**src/rtl/multicycle_control_fsm.sv**
```systemverilog
// Purpose  : main control FSM of the multi-cycle RISC-V core. It steps each instruction
//            through fetch, decode, execute, memory and writeback, one state per clock.
// Latency  : lw 5 cycles; sw, R-type, I-ALU and jal 4 cycles; beq 3 cycles.
//            Each cycle of MemReady=0 in FETCH, MEMREAD or MEMWRITE adds one cycle.
// Backpres.: the FSM holds FETCH, MEMREAD or MEMWRITE until MemReady=1. While it holds
//            FETCH it does not load the IR and does not increment the PC.
// Ports    : clk/rst (synchronous, active-low); Op/funct3/funct7b5 come from the IR;
//            Zero comes from the ALU; MemReady is the memory handshake.
//            Outputs drive the immediate extender (ImmSrc), the ALU muxes and ALUControl,
//            the result mux, the address mux and the IR/PC/RF/memory write enables.
//            IllegalOp is a sticky flag. State is for debug.
module multicycle_control_fsm #(
  parameter int STATE_W = 4
) (
  input  logic               clk,
  input  logic               rst,
  input  logic [6:0]         Op,
  input  logic [2:0]         funct3,
  input  logic               funct7b5,
  input  logic               Zero,
  input  logic               MemReady,
  output logic [1:0]         ImmSrc,
  output logic [1:0]         ALUSrcA,
  output logic [1:0]         ALUSrcB,
  output logic [2:0]         ALUControl,
  output logic [1:0]         ResultSrc,
  output logic               AdrSrc,
  output logic               IRWrite,
  output logic               PCWrite,
  output logic               RegWrite,
  output logic               MemWrite,
  output logic               IllegalOp,
  output logic [STATE_W-1:0] State
);

  typedef enum logic [STATE_W-1:0] {
    S_FETCH    = STATE_W'(0),
    S_DECODE   = STATE_W'(1),
    S_MEMADR   = STATE_W'(2),
    S_MEMREAD  = STATE_W'(3),
    S_MEMWB    = STATE_W'(4),
    S_MEMWRITE = STATE_W'(5),
    S_EXECR    = STATE_W'(6),
    S_ALUWB    = STATE_W'(7),
    S_EXECI    = STATE_W'(8),
    S_JAL      = STATE_W'(9),
    S_BEQ      = STATE_W'(10)
  } state_t;

  localparam logic [6:0] OP_LW   = 7'b0000011;
  localparam logic [6:0] OP_SW   = 7'b0100011;
  localparam logic [6:0] OP_R    = 7'b0110011;
  localparam logic [6:0] OP_I    = 7'b0010011;
  localparam logic [6:0] OP_JAL  = 7'b1101111;
  localparam logic [6:0] OP_BEQ  = 7'b1100011;

  state_t     r_state;
  logic       r_illegal;

  logic [1:0] w_alu_op;
  logic       w_pc_update;
  logic       w_branch;
  logic       w_ir_write;
  logic       w_reg_write;
  logic       w_mem_write;

  // State register and sticky illegal-opcode flag
  always_ff @(posedge clk) begin
    if (!rst) begin
      r_state   <= S_FETCH;
      r_illegal <= 1'b0;
    end else begin
      case (r_state)
        S_FETCH:    if (MemReady) r_state <= S_DECODE;
        S_DECODE: begin
          case (Op)
            OP_LW, OP_SW: r_state <= S_MEMADR;
            OP_R:         r_state <= S_EXECR;
            OP_I:         r_state <= S_EXECI;
            OP_JAL:       r_state <= S_JAL;
            OP_BEQ:       r_state <= S_BEQ;
            default: begin
              r_state   <= S_FETCH;
              r_illegal <= 1'b1;
            end
          endcase
        end
        S_MEMADR:   r_state <= (Op == OP_LW) ? S_MEMREAD : S_MEMWRITE;
        S_MEMREAD:  if (MemReady) r_state <= S_MEMWB;
        S_MEMWB:    r_state <= S_FETCH;
        S_MEMWRITE: if (MemReady) r_state <= S_FETCH;
        S_EXECR:    r_state <= S_ALUWB;
        S_EXECI:    r_state <= S_ALUWB;
        S_ALUWB:    r_state <= S_FETCH;
        S_JAL:      r_state <= S_ALUWB;
        S_BEQ:      r_state <= S_FETCH;
        default:    r_state <= S_FETCH;   // codes 11-15 recover to FETCH
      endcase
    end
  end

  // Moore decode of the datapath controls from the current state
  always_comb begin
    ALUSrcA     = 2'b00;
    ALUSrcB     = 2'b00;
    ResultSrc   = 2'b00;
    AdrSrc      = 1'b0;
    w_alu_op    = 2'b00;
    w_pc_update = 1'b0;
    w_branch    = 1'b0;
    w_ir_write  = 1'b0;
    w_reg_write = 1'b0;
    w_mem_write = 1'b0;
    case (r_state)
      S_FETCH: begin
        ALUSrcB     = 2'b10;
        ResultSrc   = 2'b10;
        // The IR load and the PC+4 update both wait for the fetch to complete
        w_ir_write  = MemReady;
        w_pc_update = MemReady;
      end
      S_DECODE: begin
        ALUSrcA = 2'b01;
        ALUSrcB = 2'b01;
      end
      S_MEMADR: begin
        ALUSrcA = 2'b10;
        ALUSrcB = 2'b01;
      end
      S_MEMREAD: begin
        AdrSrc = 1'b1;
      end
      S_MEMWB: begin
        ResultSrc   = 2'b01;
        w_reg_write = 1'b1;
      end
      S_MEMWRITE: begin
        AdrSrc      = 1'b1;
        w_mem_write = 1'b1;
      end
      S_EXECR: begin
        ALUSrcA  = 2'b10;
        w_alu_op = 2'b10;
      end
      S_EXECI: begin
        ALUSrcA  = 2'b10;
        ALUSrcB  = 2'b01;
        w_alu_op = 2'b10;
      end
      S_ALUWB: begin
        w_reg_write = 1'b1;
      end
      S_JAL: begin
        ALUSrcA     = 2'b01;
        ALUSrcB     = 2'b10;
        w_pc_update = 1'b1;
      end
      S_BEQ: begin
        ALUSrcA  = 2'b10;
        w_alu_op = 2'b01;
        w_branch = 1'b1;
      end
      default: ;
    endcase
  end

  // The immediate format depends only on the opcode
  always_comb begin
    case (Op)
      OP_SW:   ImmSrc = 2'b01;
      OP_BEQ:  ImmSrc = 2'b10;
      OP_JAL:  ImmSrc = 2'b11;
      default: ImmSrc = 2'b00;
    endcase
  end

  // ALU decoder. Op[5] tells R-type from I-type, so funct7b5 cannot turn addi into sub.
  always_comb begin
    case (w_alu_op)
      2'b00: ALUControl = 3'b000;
      2'b01: ALUControl = 3'b001;
      2'b10: begin
        case (funct3)
          3'b000:  ALUControl = (Op[5] & funct7b5) ? 3'b001 : 3'b000;
          3'b010:  ALUControl = 3'b101;
          3'b110:  ALUControl = 3'b011;
          3'b111:  ALUControl = 3'b010;
          default: ALUControl = 3'b000;
        endcase
      end
      default: ALUControl = 3'b000;
    endcase
  end

  // Write enables are gated by rst directly. A reset that arrives mid-instruction
  // therefore cannot commit a write on the reset edge.
  assign IRWrite   = rst & w_ir_write;
  assign PCWrite   = rst & (w_pc_update | (w_branch & Zero));
  assign RegWrite  = rst & w_reg_write;
  assign MemWrite  = rst & w_mem_write;
  assign IllegalOp = r_illegal;
  assign State     = r_state;

endmodule

```
**config.mk**
```make
export PLATFORM = sky130hd
export DESIGN_NAME = multicycle_control_fsm
export DESIGN_NICKNAME = d
export VERILOG_FILES = /design/src/rtl/multicycle_control_fsm.sv
export SDC_FILE = /design/constraint.sdc
export NUM_CORES = 1
export LEC_CHECK = 0
export CAP_MARGIN = 10
export CORE_MARGIN = 8
export CORE_UTILIZATION = 40
export CTS_BUF_LIST = sky130_fd_sc_hd__clkbuf_2
export CTS_CLUSTER_SIZE = 20
export DETAILED_ROUTE_END_ITERATION = 8
export GPL_TIMING_DRIVEN = 0
export PLACE_DENSITY = 0.86
export SYNTH_ARGS = -nofsm -noshare
export SYNTH_HDL_FRONTEND = slang
export SYNTH_SLANG_ARGS = --single-unit
```
**constraint.sdc**
```tcl
create_clock -name clk -period 2.7 [get_ports clk]
set_input_delay 0.675 -clock clk [delete_from_list [all_inputs] [get_ports clk]]
set_output_delay 0.675 -clock clk [all_outputs]
set_load 0.05 [all_outputs]
```
## Yosys cells after proc, flatten, opt, wreduce, memory -nomap -nowiden

Cells that the tools add are included.

- Register bits after elaboration: 5
- Input bits: 15
- Output and inout port bits: 21
- Logic and storage cells: 68

- Eq/ne operators: 24
- Muxes and demuxes: 20
- Bitwise logic cells: 8
- Reductions and logical operators: 14

Operators with widths:

| operator | count |
|---|---|
| $pmux W4 S6 | 1 |
| $pmux W4 S5 | 1 |
| $eq A4 B3 Y1 const B | 4 |
| $pmux W2 S2 | 4 |
| $eq A7 B6 Y1 const B | 2 |
| $eq A7 B7 Y1 const B | 2 |
| $eq A4 B4 Y1 const B | 3 |
| $mux W4 | 3 |
| $pmux W3 S4 | 1 |
| $reduce_or A2 Y1 | 6 |
| $eq A4 B2 Y1 const B | 2 |
| $eq A7 B2 Y1 const B | 1 |
| $eq A7 B5 Y1 const B | 1 |
| $and A1 B1 Y1 | 6 |
| $eq A3 B3 Y1 const B | 2 |
| $mux W1 | 6 |
| $ne A2 B2 Y1 const B | 3 |
| $pmux W2 S3 | 1 |
| $pmux W3 S2 | 1 |
| $reduce_or A3 Y1 | 2 |
| $reduce_or A6 Y1 | 1 |
| $eq A4 B1 Y1 const B | 1 |
| $logic_not A4 Y1 | 1 |
| $reduce_or A4 Y1 | 1 |
| 10 further kinds | 10 |

## Longest topological paths before layout

- Depth in word-level cells: 5
- Gate-level depth with buffers: 8
- Depth with buffers taken out: 7

## Worst setup path after synthesis

OpenSTA, ideal clock, no wires.

- Path type: register -> output
- Start: reg r_state[3] (netlist: State[3])
- End: out ALUControl[2]
- Arrival time: 3311 ps
- Required time: 2025 ps
- Slack: -1286 ps
- Cell stages (with the launch flop): 8
- Buffers on the path: 1
- Path through: dfxtp_1 -> buf_6 -> and2b_1 -> or2b_2 -> a21oi_1 -> inv_1 -> ha_1 -> nor4_1

- Cells in the longest elaborated chain, start to end: 5
- Elaborated cells between the ends (all ways): 8
- Those cells by class: eq/ne: 5; mux: 2; reduce/logical: 1

RTL lines:

| what | line | source |
|---|---|---|
| start, declared | 57 | `state_t r_state;` |
| start signal, assigned | 88 | `S_MEMADR: r_state <= (Op == OP_LW) ? S_MEMREAD : S_MEMWRITE;` |
| $eq A4 B4 Y1 or $eq A4 B3 Y1 (tied branches) | 114 | `case (r_state)` |
| $reduce_or A2 Y1 (no line) | n/a |  |
| $pmux W2 S2 * | 114 |  |
| $eq A2 B2 Y1 or $eq A2 B1 Y1 (tied branches) | 179 | `case (w_alu_op)` |
| $pmux W3 S2 * | 179 |  |
| end, declared | 25 | `output logic [2:0] ALUControl,` |

Every way passes the cells marked *; elsewhere a longest branch is shown, timed or not.

## Worst setup path after layout

Same ends and word-level chain as after synthesis.

==> impl_metrics.json <==
{
  "setup_ws_ns": -0.0136,
  "cts_buffers": 3,
  "synthMuxAreaShare_pct": 1.22,
  "postLayoutCoreUtil_pct": 66.8,
  "drtAntennaViolNets": 0,
  "yosysSeqAreaShare_pct": 12.2,
  "routedWlPerCell_um": 15.2,
  "crit_path_end_kind": "primary output",
  "yosysTopAreaCellShare_pct": 12.2,
  "hold_viol_final": 0,
  "yosys.area_share.adder_pct": 3.04,
  "period_needed_ns": 2.71,
  "setup_viol": 1,
  "min_path_type": "reg -> reg",
  "die_area_um2": 3770,
  "cp.arrival_ns": 2.04,
  "regToRegStartpoint": "State[3]",
  "drive_gt1_share_pct": 28.6,
  "core_region_area_um2": 1960,
  "port_buffers": 34,
  "cts_tree": "built",
  "final_area_um2": 1310,
  "routabilityCongestion": 0.874,
  "grt_pass1_wl_um": 4550,
  "areaGrowthSynthToFinish_pct": 59.1,
  "cp-startpoint": "State[3]",
  "ys_warn_count": 0,
  "synth_seq_cells": 5,
  "startpoint_type": "flip-flop",
  "synth_area_leaders": "dfxtp_1 (12%), nor2_1 (6.4%), a21oi_1 (5.5%), nand2_1 (4.1%), buf_6 (4.1%)",
  "cts.path.max_buffers": 2,
  "avgViaCountPerCell": 5.60,
  "synth_edf_count": 0,
  "maxCapViolCount": 0,
  "grt_util_all_layers_pct": 15.5,
  "num_antenna_cells": 0,
  "drt_iter0_drc": 25,
  "p_leak_nw": 0.567,
  "dp_hpwl_um": 2040,
  "synth_top_family_by_area": "simple AND/OR/NAND/NOR gates",
  "cts_max_level": 1,
  "powerDensity_nw_per_um2": 234,
  "critical_path_class": "reg -> out",
  "finalCritPeriodShare_pct": 101,
  "synth_top_area_cell": "dfxtp_1",
  "yosys.cell_types.count": 45,
  "tns_ns": -0.0136,
  "min-delay-start": "IllegalOp",
  "clkLatencyLatePin_ns": 0.24,
  "fmaxAchievable_mhz": 369,
  "clockRootBuffer": "clkbuf_2",
  "cts.clk_slew.worst_paths_ns": 0.06,
  "grt_max_degree": 11,
  "syn_nets": 132,
  "wl_um": 2760,
  "fin_skew_ns": 0.00415,
  "first_global_vias": 1039,
  "die_y_um": 61.4,
  "crit_fanout": 11,
  "cts_hold_buf": 0,
  "postPlaceCellArea_um2": 1250,
  "yosys.area_share.simple_pct": 43.2,
  "drc": 0,
  "start_util_pct": 42.0,
  "ys_async_sr_fraction_pct": 0,
  "vias": 1014,
  "synth_compound_area_share_pct": 23.6,
  "synthCells": 115,
  "fillers": 188,
  "vdd.ir_drop.worst_v": 0.000232,
  "io_pins": 36,
  "rsz0062_at_grt": "true",
  "layout.nets": 172,
  "tightest_slew_ns": 0.511,
  "final-max-slew-violation-count": 0,
  "slew_headroom_pct": 65.9,
  "syn_avg_cell_area_um2": 7.16,
  "fp.dieW_um": 61.4,
  "overflow": 0,
  "first_pass_iters": 4,
  "syn_area_um2": 823,
  "synthFlopType": "dfxtp_1",
  "fp-row-count": 16,
  "hold_ws_ns": 0.529,
  "synth_xor_area_share_pct": 3.19,
  "numClockSinks": 5,
  "violations": "setup timing",
  "status": "complete, but fails checks",
  "antenna_found_initial": 0,
  "critPathRequiredTime_ns": 2.03
}
==> cells in the mapped netlist (2+ instances only) <==
library cell,count
nand4b_1,2
o22ai_1,3
nand2b_1,3
o21ai_0,4
buf_2,3
nor4_1,3
buf_6,3
nor2_1,14
and3_1,2
ha_1,2
nor3b_1,2
or2b_2,2
a31oi_1,3
nand4_1,2
a21boi_0,2
a21oi_1,9
nand2_1,9
nand3_1,3
xor2_1,3
dfxtp_1,5
inv_1,6
nor2b_1,3
nor3_1,4
clkbuf_8,2
==> routing by layer <==
metal | track usage, % | wire length, um | vias up
li1 | - | - | 495
met1 | 16.9 | 1100 | 466
met2 | 25.8 | 1340 | 44
met3 | 6.68 | 265 | 9
met4 | 6.17 | 55 | 0
met5 | 0 | 0 | -
==> stage by stage <==
stage / worst slack, ns / power [mW] / cells
floorplan: -0.247 / 0.177 / 115
global placement: -0.627 / 0.233 / 176
detailed placement: -0.663 / 0.235 / 176
CTS: -0.0699 / 0.305 / 180
global route: -0.0840 / 0.323 / 181
finish: -0.0136 / 0.306 / 181
==> sequential cells by signal, indices dropped and copies added, names as in the netlist <==
register / count
State: 4
IllegalOp: 1
==> report_power, final <==
group	switching, mW	leakage (nW)	internal [mW]
sequential	0.00318	0.0435	0.0745
combinational	0.0917	0.507	0.0606
clock	0.0372	0.0166	0.0392
total	0.132	0.567	0.174
==> critical path, stage by stage (launching register included) <==
cell and delay (ns):
dfxtp_4 0.42, and2b_2 0.19, or2b_4 0.28, a21oi_4 0.13, inv_1 0.08, ha_4 0.23, nor4_4 0.27, buf_6 0.19
==> timing repair <==
action,CTS,global route
setup endpoints to repair,11,9
pin swaps,1,0
gates resized for setup,45,15
buffers inserted,0,2
==> final cells by class <==
| type | instances | area [um^2] | area share (%) |
|---|---|---|---|
| buffer | 9 | 96.3 | 7.35 |
| timing repair buffer | 36 | 342 | 26.1 |
| multi-input combinational | 94 | 683 | 52.1 |
| sequential | 5 | 113 | 8.60 |
| clock buffer | 4 | 20.0 | 1.53 |
| tap | 27 | 33.8 | 2.58 |
| inverter | 6 | 22.5 | 1.72 |
==> placed cells by master (no fill, tap or decap), types with 4 or more instances in the layout <==
master and instances:
inv_1 6, buf_4 4, nand2_1 9, o21ai_0 4, clkbuf_2 5, buf_6 5
clkdlybuf4s50_1 19, a21oi_1 8, nor2_1 12, dlygate4sd2_1 6
==> cell families (layout without fill, tap and decap cells) <==
logic type                 count (synthesis)  count (layout)
AOI/OAI and AO/OA                         29              29
xor gates and xnor gates                   3               3
adders and majority gates                  2               2
buffers and inverters                     16              55
DFF                                        5               5
muxes                                      1               1
and+or+nand+nor                           59              59
==> final timing paths <==
check / endpoint / cells after the start / slack, ns
setup / recovery: ALUControl[2] / 7 / -0.01
hold / removal: IllegalOp / 2 / 0.53
setup reg to reg: State[2] / 4 / 1.34
hold reg to reg: IllegalOp / 2 / 0.53
Power figures use the tool's default switching activity.
